--- src/rtl/pipe_pkg.sv ---
// Shared pipeline types: decoded control bundle and EX forwarding selects.
package pipe_pkg;

  localparam int unsigned ALUOP_W = 4;

  // Decoded control carried from ID into EX.
  typedef struct packed {
    logic [ALUOP_W-1:0] aluop;
    logic               alusrc;
    logic               memread;
    logic               memwrite;
    logic               regwrite;
    logic               memtoreg;
    logic               branch;
    logic               use_rs1;
    logic               use_rs2;
  } ctrl_t;

  // Source of an EX operand.
  typedef enum logic [1:0] {
    FWD_REG   = 2'b00,
    FWD_MEMWB = 2'b01,
    FWD_EXMEM = 2'b10
  } fwd_sel_t;

endpackage

--- src/rtl/fwd_unit.sv ---
// Forwarding select for one EX operand.
//   iValid              EX slot valid
//   iUse                EX instruction reads this operand
//   iRs                 EX source register index
//   iExmem_we/iExmem_rd EX/MEM producer
//   iMemwb_we/iMemwb_rd MEM/WB producer
//   oSel                combinational forwarding select
module fwd_unit
  import pipe_pkg::*;
#(
  parameter int unsigned REGW = 5
) (
  input  logic            iValid,
  input  logic            iUse,
  input  logic [REGW-1:0] iRs,
  input  logic            iExmem_we,
  input  logic [REGW-1:0] iExmem_rd,
  input  logic            iMemwb_we,
  input  logic [REGW-1:0] iMemwb_rd,
  output fwd_sel_t        oSel
);

  logic exmem_hit_c;
  logic memwb_hit_c;

  // x0 is hardwired zero, so a producer targeting it never forwards.
  assign exmem_hit_c = iExmem_we && (iExmem_rd != '0) && (iExmem_rd == iRs);
  assign memwb_hit_c = iMemwb_we && (iMemwb_rd != '0) && (iMemwb_rd == iRs);

  // The younger EX/MEM result wins a double match.
  always_comb begin
    oSel = FWD_REG;
    if (iValid && iUse) begin
      if (exmem_hit_c) begin
        oSel = FWD_EXMEM;
      end else if (memwb_hit_c) begin
        oSel = FWD_MEMWB;
      end
    end
  end

endmodule

--- src/rtl/id_ex_stage.sv ---
// ID->EX pipeline register with WB bypass, load-use bubble, flush and hold.
//   iClk, iReset_n            clock, async active-low reset
//   iValid_id .. iCtrl        ID-stage instruction fields and regfile read data
//   iWb_we/waddr/wdata        WB write port (bypassed into captured operands)
//   iExmem_*, iMemwb_*        downstream producers for EX forwarding
//   iFlush, iHold             kill ID instruction / freeze stage
//   oStall                    combinational: hold PC and IF/ID
//   oValid_ex .. oCtrl        registered EX-stage fields
//   oFwdA, oFwdB              combinational EX forwarding selects
module id_ex_stage
  import pipe_pkg::*;
#(
  parameter int unsigned XLEN = 32,
  parameter int unsigned REGW = 5
) (
  input  logic            iClk,
  input  logic            iReset_n,
  input  logic            iValid_id,
  input  logic [XLEN-1:0] iPc,
  input  logic [REGW-1:0] iRs1,
  input  logic [REGW-1:0] iRs2,
  input  logic [REGW-1:0] iRd,
  input  logic [XLEN-1:0] iRdata1,
  input  logic [XLEN-1:0] iRdata2,
  input  logic [XLEN-1:0] iImm,
  input  ctrl_t           iCtrl,
  input  logic            iWb_we,
  input  logic [REGW-1:0] iWb_waddr,
  input  logic [XLEN-1:0] iWb_wdata,
  input  logic            iExmem_we,
  input  logic [REGW-1:0] iExmem_rd,
  input  logic            iMemwb_we,
  input  logic [REGW-1:0] iMemwb_rd,
  input  logic            iFlush,
  input  logic            iHold,
  output logic            oStall,
  output logic            oValid_ex,
  output logic [XLEN-1:0] oPc,
  output logic [XLEN-1:0] oImm,
  output logic [REGW-1:0] oRs1,
  output logic [REGW-1:0] oRs2,
  output logic [REGW-1:0] oRd,
  output logic [XLEN-1:0] oOp1,
  output logic [XLEN-1:0] oOp2,
  output ctrl_t           oCtrl,
  output fwd_sel_t        oFwdA,
  output fwd_sel_t        oFwdB
);

  logic            lu_c;
  logic            byp1_c;
  logic            byp2_c;
  logic [XLEN-1:0] op1_nxt_c;
  logic [XLEN-1:0] op2_nxt_c;

  // Load in EX whose destination is read by the ID instruction.
  assign lu_c = oValid_ex && oCtrl.memread && (oRd != '0) && iValid_id &&
                (((oRd == iRs1) && iCtrl.use_rs1) ||
                 ((oRd == iRs2) && iCtrl.use_rs2));

  assign oStall = iHold || (lu_c && !iFlush);

  // Regfile write lands only at the edge, so same-cycle WB data is taken directly.
  assign byp1_c    = iWb_we && (iWb_waddr != '0) && (iWb_waddr == iRs1);
  assign byp2_c    = iWb_we && (iWb_waddr != '0) && (iWb_waddr == iRs2);
  assign op1_nxt_c = byp1_c ? iWb_wdata : iRdata1;
  assign op2_nxt_c = byp2_c ? iWb_wdata : iRdata2;

  // Stage register: hold > flush > load-use bubble > capture.
  always_ff @(posedge iClk or negedge iReset_n) begin
    if (!iReset_n) begin
      oValid_ex <= 1'b0;
      oPc       <= '0;
      oImm      <= '0;
      oRs1      <= '0;
      oRs2      <= '0;
      oRd       <= '0;
      oOp1      <= '0;
      oOp2      <= '0;
      oCtrl     <= '0;
    end else if (iHold) begin
      oValid_ex <= oValid_ex;
    end else if (iFlush || lu_c) begin
      oValid_ex <= 1'b0;
      oPc       <= '0;
      oImm      <= '0;
      oRs1      <= '0;
      oRs2      <= '0;
      oRd       <= '0;
      oOp1      <= '0;
      oOp2      <= '0;
      oCtrl     <= '0;
    end else begin
      oValid_ex <= iValid_id;
      oPc       <= iPc;
      oImm      <= iImm;
      oRs1      <= iRs1;
      oRs2      <= iRs2;
      oRd       <= iRd;
      oOp1      <= op1_nxt_c;
      oOp2      <= op2_nxt_c;
      oCtrl     <= iValid_id ? iCtrl : '0;
    end
  end

  fwd_unit #(.REGW(REGW)) u_fwd_a (
    .iValid    (oValid_ex),
    .iUse      (oCtrl.use_rs1),
    .iRs       (oRs1),
    .iExmem_we (iExmem_we),
    .iExmem_rd (iExmem_rd),
    .iMemwb_we (iMemwb_we),
    .iMemwb_rd (iMemwb_rd),
    .oSel      (oFwdA)
  );

  fwd_unit #(.REGW(REGW)) u_fwd_b (
    .iValid    (oValid_ex),
    .iUse      (oCtrl.use_rs2),
    .iRs       (oRs2),
    .iExmem_we (iExmem_we),
    .iExmem_rd (iExmem_rd),
    .iMemwb_we (iMemwb_we),
    .iMemwb_rd (iMemwb_rd),
    .oSel      (oFwdB)
  );

endmodule

--- config.mk ---
export PLATFORM = sky130hd
export DESIGN_NAME = id_ex_stage
export DESIGN_NICKNAME = d
export VERILOG_FILES = /design/src/rtl/pipe_pkg.sv /design/src/rtl/fwd_unit.sv /design/src/rtl/id_ex_stage.sv
export SDC_FILE = /design/constraint.sdc
export NUM_CORES = 1
export LEC_CHECK = 0
export ABC_CLOCK_PERIOD_IN_PS = 5300
export BUFFER_PORTS_ARGS = -buffer_cell sky130_fd_sc_hd__buf_4
export CAP_MARGIN = 20
export CORE_AREA = 2 2 146 148
export CTS_CLUSTER_DIAMETER = 80
export DETAILED_ROUTE_END_ITERATION = 12
export DIE_AREA = 0 0 148 150
export REMOVE_ABC_BUFFERS = 1
export SKIP_LAST_GASP = 1
export SYNTH_ARGS = -nofsm -noshare
export SYNTH_HDL_FRONTEND = slang
export SYNTH_SLANG_ARGS = --single-unit
export TNS_END_PERCENT = 10
--- constraint.sdc ---
create_clock -name iClk -period 5.3 [get_ports iClk]
set_clock_uncertainty 0.1 [all_clocks]
set_input_delay 1.325 -clock iClk [delete_from_list [all_inputs] [get_ports iClk]]
set_output_delay 1.325 -clock iClk [all_outputs]
set_load 0.03 [all_outputs]
==> results.toml, run 1 <==
[status]
outcome = "finished clean"

[route]
firstDrtPassIters = 4
drc = 0
via_count = 5871
avgRoutedWirePerCell_um = 18.4
routed_wl_mm = 22.1
drt_iter0_drc = 215
drtAntennaViolNets = 0
viasPerCell = 4.89

[clocking]
clock_path_buffers = 2
cts-root-buf = "clkbuf_16"
tritoncts = "done"
hold_buffers = 0
numCtsBuffers = 17
cts_resized = 0
post_cts_buffers = 0
clk_pin_slew_worst_paths_ps = 60
cts_num_sinks = 156
insertion_delay_ps = 410
cts_max_level = 4

[sta]
fin_crit_ps = 4100
max_freq_ghz = 0.244
post-route-period-util_pct = 77.4
timing.final.max_slew_violations = 0
rsz0062_at_grt = "false"
hold_violations = 0
slew_headroom_pct = 33.8
tns_ps = 0
whs_ps = 391
setup_viol = 0
tightest_slew_ps = 992

[power]
vdd_ir_drop_max_mv = 0.201
p_leak_uw = 0.00502
cellPowerDensity_mw_per_mm2 = 325

[die]
initial_core_util_pct = 32.8
die-area_mm2 = 0.0222
io_pins = 371
die_w_um = 148
core_mm2 = 0.0207
num_rows = 53
die_h_um = 150

[critical_path]
end_kind = "output pin"
cp_slowest_stage_delay_ps = 500
crit_top_cell = "buf_4"
arrival_ps = 2680
path_cells = "buf_4 -> or4_1 -> o21ai_0 -> nor4_1 -> nor3_1 -> buf_4"
crit_path_max_fanout = 3
startpoint_type = "input port"
cpLargestDelayFamily = "simple AND/OR/NAND/NOR gates"
critical_path_required_ps = 3880
path_class = "in -> out"
critPathBufInv = 2
cp_slowest_cell = "or4_1"

[global_routing]
grt_pass1_vias = 5917
grt_use_total_pct = 19.2
gr-total-overflow = 0
antenna_found_initial = 0
grt_start_max_net_pins = 97
grt_pass1_wl_mm = 33.3

[synth]
ys_ff_latch = 156
syn_avg_cell_area_um2 = 12.1
ys_seq_area_share_pct = 57.5
netlist_instances = 559
synth_area_mm2 = 0.00679
ys_warn_count = 0
synth_cell_types = 29

[hold_path]
hold_path.class = "reg -> reg"

[layout]
area_growth_pct = 52.8
nets = 1122
layout_common_cells = "buf_4, dfrtp_1, a22o_1"
antenna_cells = 0
final_common_cell = "buf_4"
drive_above_1_share_pct = 45.1

[placed_design]
gp_congestion = 0.842
port_buffers = 370
hpwl_mm = 15.8

[job]
cap_viol_max_count = 0
worst min-delay path, delay by kind of cell (launching register included):
| kind | cells | cell delay (ps) |
|---|---|---|
| AO/OA/AOI/OAI | 1 | 60 |
| flip-flops | 1 | 340 |
| AND/OR/NAND/NOR | 1 | 50 |
registers in the layout, indices dropped and copies added (netlist names):
name	flops
oImm	32
oCtrl	12
oValid_ex	1
oRs1	5
oRs2	5
oPc	32
oOp1	32
oOp2	32
oRd	5
routing by layer:
| metal | track usage (%) | share of wire [%] | wire [um] |
|---|---|---|---|
| met1 | 24.3 | 41 | 9170 |
| met3 | 6.16 | 8.3 | 1840 |
| met4 | 7.90 | 2.7 | 607 |
| met5 | 0 | 0 | 0 |
| met2 | 30.4 | 47 | 10500 |
path summary, 6_finish.rpt:
kind / start / endpoint / slack, ps / depth (start not counted)
worst min register to register: oOp1[24]$_DFFE_PN0N_ / oOp1[24]$_DFFE_PN0N_ / 390 / 2
worst max-delay path: iExmem_rd[0] / oFwdB[0] / 1200 / 6
max in group asynchronous: iReset_n / oOp2[4]$_DFFE_PN0N_ / 3340 / 2
worst max register to register: oRd[0]$_DFFE_PN0N_ / oOp2[4]$_DFFE_PN0N_ / 2740 / 6
min in group asynchronous: iReset_n / oCtrl[0]$_DFFE_PN0N_ / 880 / 1
worst min-delay path: oOp1[24]$_DFFE_PN0N_ / oOp1[24]$_DFFE_PN0N_ / 390 / 2
synth_stat cells (all sizes together):
| cell | number | area (um2) |
|---|---|---|
| a211o | 1 | 8.76 |
| a211oi | 1 | 12.5 |
| a21oi | 1 | 5.00 |
| a22o | 80 | 701 |
| a32o | 12 | 120 |
| and3 | 2 | 12.5 |
| buf | 20 | 163 |
| clkbuf | 24 | 93.8 |
| dfrtp | 156 | 3900 |
| mux2i | 64 | 641 |
| nand2 | 67 | 251 |
| nand3 | 3 | 15.0 |
| nand4 | 6 | 37.5 |
| nor2 | 2 | 15.0 |
| nor3 | 3 | 15.0 |
| nor4 | 6 | 67.6 |
| o21ai | 66 | 330 |
| o21bai | 1 | 7.51 |
| o22ai | 1 | 12.5 |
| or4 | 3 | 26.3 |
| xnor2 | 24 | 210 |
| xor2 | 16 | 140 |
through the flow:
step                std cells  setup WS (ps)  area, um2  util, %  power, uW
global route             1200           1020      10400     50.2       3520
floorplan                 515            304       6530        -       1690
global placement         1168           1220       9740     47.1       2080
CTS                      1200           1200      10400     50.2       3420
detailed placement       1168           1220       9740     47.1       2080
finish                   1200           1200      10400     50.2       3370
final cells by class:
type / count / area, um2
repair buffers: 378 / 2850
clock inverters: 14 / 198
clock buffers: 18 / 439
well taps: 275 / 344
flip-flops and latches: 156 / 3900
fillers: 1950 / 10300
multi-input cells: 359 / 2640
power breakdown:
group | internal, uW | switching, uW
registers | 1280 | 65.3
logic | 309 | 395
clock network | 775 | 547
total | 2370 | 1010
cells by family (layout without fill, tap and decap cells):
family | count (synthesis) | in the layout | synth area share, %
AO/OA/AOI/OAI | 163 | 163 | 17.6
flip-flops | 156 | 156 | 57.5
AND/OR/NAND/NOR | 92 | 92 | 6.49
multiplexers | 64 | 64 | 9.44
buffers and inverters | 44 | 410 | 3.78
XOR/XNOR | 40 | 40 | 5.16
Note: power is estimated with default switching activity, not from simulation.
==> run 2: changes to the inputs <==
--- a/config.mk
+++ b/config.mk
@@ -5,7 +5,7 @@
 export SDC_FILE = /design/constraint.sdc
 export NUM_CORES = 1
 export LEC_CHECK = 0
-export ABC_CLOCK_PERIOD_IN_PS = 5300
+export ABC_CLOCK_PERIOD_IN_PS = 4100
 export BUFFER_PORTS_ARGS = -buffer_cell sky130_fd_sc_hd__buf_4
 export CAP_MARGIN = 20
 export CORE_AREA = 2 2 146 148
==> constraint.sdc (replaced) <==
create_clock -name iClk -period 4.1 [get_ports iClk]
set_clock_uncertainty 0.1 [all_clocks]
set_input_delay 1.025 -clock iClk [delete_from_list [all_inputs] [get_ports iClk]]
set_output_delay 1.025 -clock iClk [all_outputs]
set_load 0.03 [all_outputs]
==> run 2 against run 1 <==
Critical path depth stayed put. Wire length is 1.6% higher. Core utilization is 0.21 points higher. Register-to-register slack worse by 940 ps. Count of clock-buffer cells in the layout is 1 lower. Global-route usage is 0.35 points higher. Non-clock buffer count is 4 higher. Final cell count is 0.33% higher. First-iteration DRC count is 5.6% higher.
==> results.toml, run 2 (same netlist as run 1, synthesis figures left out) <==
[sta]
tightest_slew_ps = 775
fin_ws_ps = 597
hold_violations = 0
whs_ps = 392
slew_headroom_pct = 48.1
fin_crit_ps = 3500
setup_viol = 0
rsz0062_at_grt = "false"
max_freq_ghz = 0.285
post-route-period-util_pct = 85.4
timing.final.max_slew_violations = 0

[die]
die_h_um = 150
num_rows = 53
io_pins = 371
initial_core_util_pct = 32.8
core_mm2 = 0.0207
die_w_um = 148
die-area_mm2 = 0.0222

[critical_path]
r2r_setup_slack_ps = 1800
cpLargestDelayFamily = "simple AND/OR/NAND/NOR gates"
reg2reg_from = "oRd[1]$_DFFE_PN0N_"
critical_path_required_ps = 2970
path_cells = "buf_4 -> or4_1 -> o21ai_0 -> nor4_1 -> nor3_1 -> buf_4"
path_class = "in -> out"
arrival_ps = 2380
r2r_cells = 6
timing.rr.end = "oOp1[31]$_DFFE_PN0N_"
end_kind = "output pin"
crit_path_max_fanout = 3
cp_slowest_cell = "or4_1"
startpoint_type = "input port"
critPathBufInv = 2
crit_top_cell = "buf_4"
cp_slowest_stage_delay_ps = 500

[clocking]
cts_max_level = 4
tritoncts = "done"
post_cts_buffers = 0
insertion_delay_ps = 410
hold_buffers = 0
cts_resized = 0
numCtsBuffers = 17
clk_pin_slew_worst_paths_ps = 60
cts_num_sinks = 156
clock_path_buffers = 2
cts-root-buf = "clkbuf_16"

[power]
p_comb_share_pct = 21.5
p_leak_uw = 0.00505
vdd_ir_drop_max_mv = 0.257
seqPwrFrac_pct = 40.7
switching_power_uw = 1330
p_int_uw = 2950
cellPowerDensity_mw_per_mm2 = 411
p_sw_share_pct = 31.2
clockPowerShare_pct = 37.8

[route]
via_count = 5884
viasPerCell = 4.89
firstDrtPassIters = 5
avgRoutedWirePerCell_um = 18.7
routed_wl_mm = 22.5
drc = 0
drt_iter0_drc = 227
drtAntennaViolNets = 0

[layout]
drive_above_1_share_pct = 45.3
final_common_cell = "buf_4"
layoutNonFillerInstCount = 1204
antenna_cells = 0
area_growth_pct = 53.5
layout_common_cells = "buf_4, dfrtp_1, a22o_1"
nets = 1126
nFillCells = 1945

[global_routing]
antenna_found_initial = 0
grt_util_met3_pct = 5.61
use_met1_pct = 24.3
gr-total-overflow = 0
grt_pass1_vias = 5984
grt_start_max_net_pins = 120
grt_pass1_wl_mm = 33.7
gr-usage-met2_pct = 32.5
grt.busiest_layer = "met2"
grt_use_total_pct = 19.5

[placed_design]
dp_slack_ps = 614
gp_congestion = 0.873
hpwl_mm = 16.4
place_inst = 1172
port_buffers = 370

[status]
outcome = "finished clean"

[job]
cap_viol_max_count = 0

[hold_path]
hold_path.class = "reg -> reg"
hold_depth = 2
holdPathEnd = "oOp2[0]$_DFFE_PN0N_"
hold_start = "oOp2[0]$_DFFE_PN0N_"
-- run 2: cell count changes in the layout (fill, tap and decap cells not counted), sizes merged --
cell,delta
clkinv,+3
buf,+4
inv,+1
clkinvlp,-1
clkbuf,-1
bufinv,-2
-- run 2: layout make-up --
class	count	area (um2)	area share, %
Multi-Input combinational cell	359	2640	25.3
Sequential cell	156	3900	37.5
Clock buffer	17	425	4.08
Timing Repair Buffer	382	2920	28.0
Tap cell	275	344	3.30
Clock inverter	15	188	1.80
-- run 2: through the flow --
| stage | power (uW) | utilization [%] | TNS [ps] | cell area [um2] |
|---|---|---|---|---|
| global route | 4480 | 50.4 | 0 | 10400 |
| global placement | 2690 | 47.4 | 0 | 9810 |
| detailed placement | 2700 | 47.4 | 0 | 9810 |
| finish | 4280 | 50.4 | 0 | 10400 |
| floorplan | 2190 | - | -51080 | 6530 |
| CTS | 4350 | 50.4 | 0 | 10400 |
-- run 2: worst max path at each step --
stage | startpoint | endpoint | cells past startpoint
global route | iExmem_rd[0] | oFwdB[0] | 6
detailed placement | iExmem_rd[0] | oFwdB[0] | 6
floorplan | iRs1[3] | oCtrl[0]$_DFFE_PN0N_ | 5
global placement | iExmem_rd[0] | oFwdA[0] | 6
CTS | iExmem_rd[0] | oFwdB[0] | 6
finish | iExmem_rd[0] | oFwdB[0] | 6
-- run 2: per-layer routing --
| layer | part of all wire (%) | vias up |
|---|---|---|
| met2 | 49 | 253 |
| met1 | 41 | 2843 |
| met5 | 0 | - |
| met3 | 7.7 | 28 |
| li1 | - | 2760 |
| met4 | 2.1 | 0 |
-- run 2: power groups by stage --
| stage | Clock (uW) | Combinational [uW] | Sequential [uW] |
|---|---|---|---|
| 4_1_cts | 1670 | 932 | 1740 |
| 6_report | 1620 | 920 | 1740 |
| 3_5_place_dp | 0 | 929 | 1770 |
| 5_1_grt | 1740 | 981 | 1760 |
| 3_3_place_gp | 0 | 925 | 1770 |
| 2_1_floorplan | 0 | 194 | 2000 |
-- run 2: worst register-to-register path, stage by stage, from the launching register on --
cell and delay (ps):
dfrtp_1 470, xnor2_1 200, nand4_1 140, o22ai_2 290
a211o_2 530, buf_12 310, o21ai_0 130
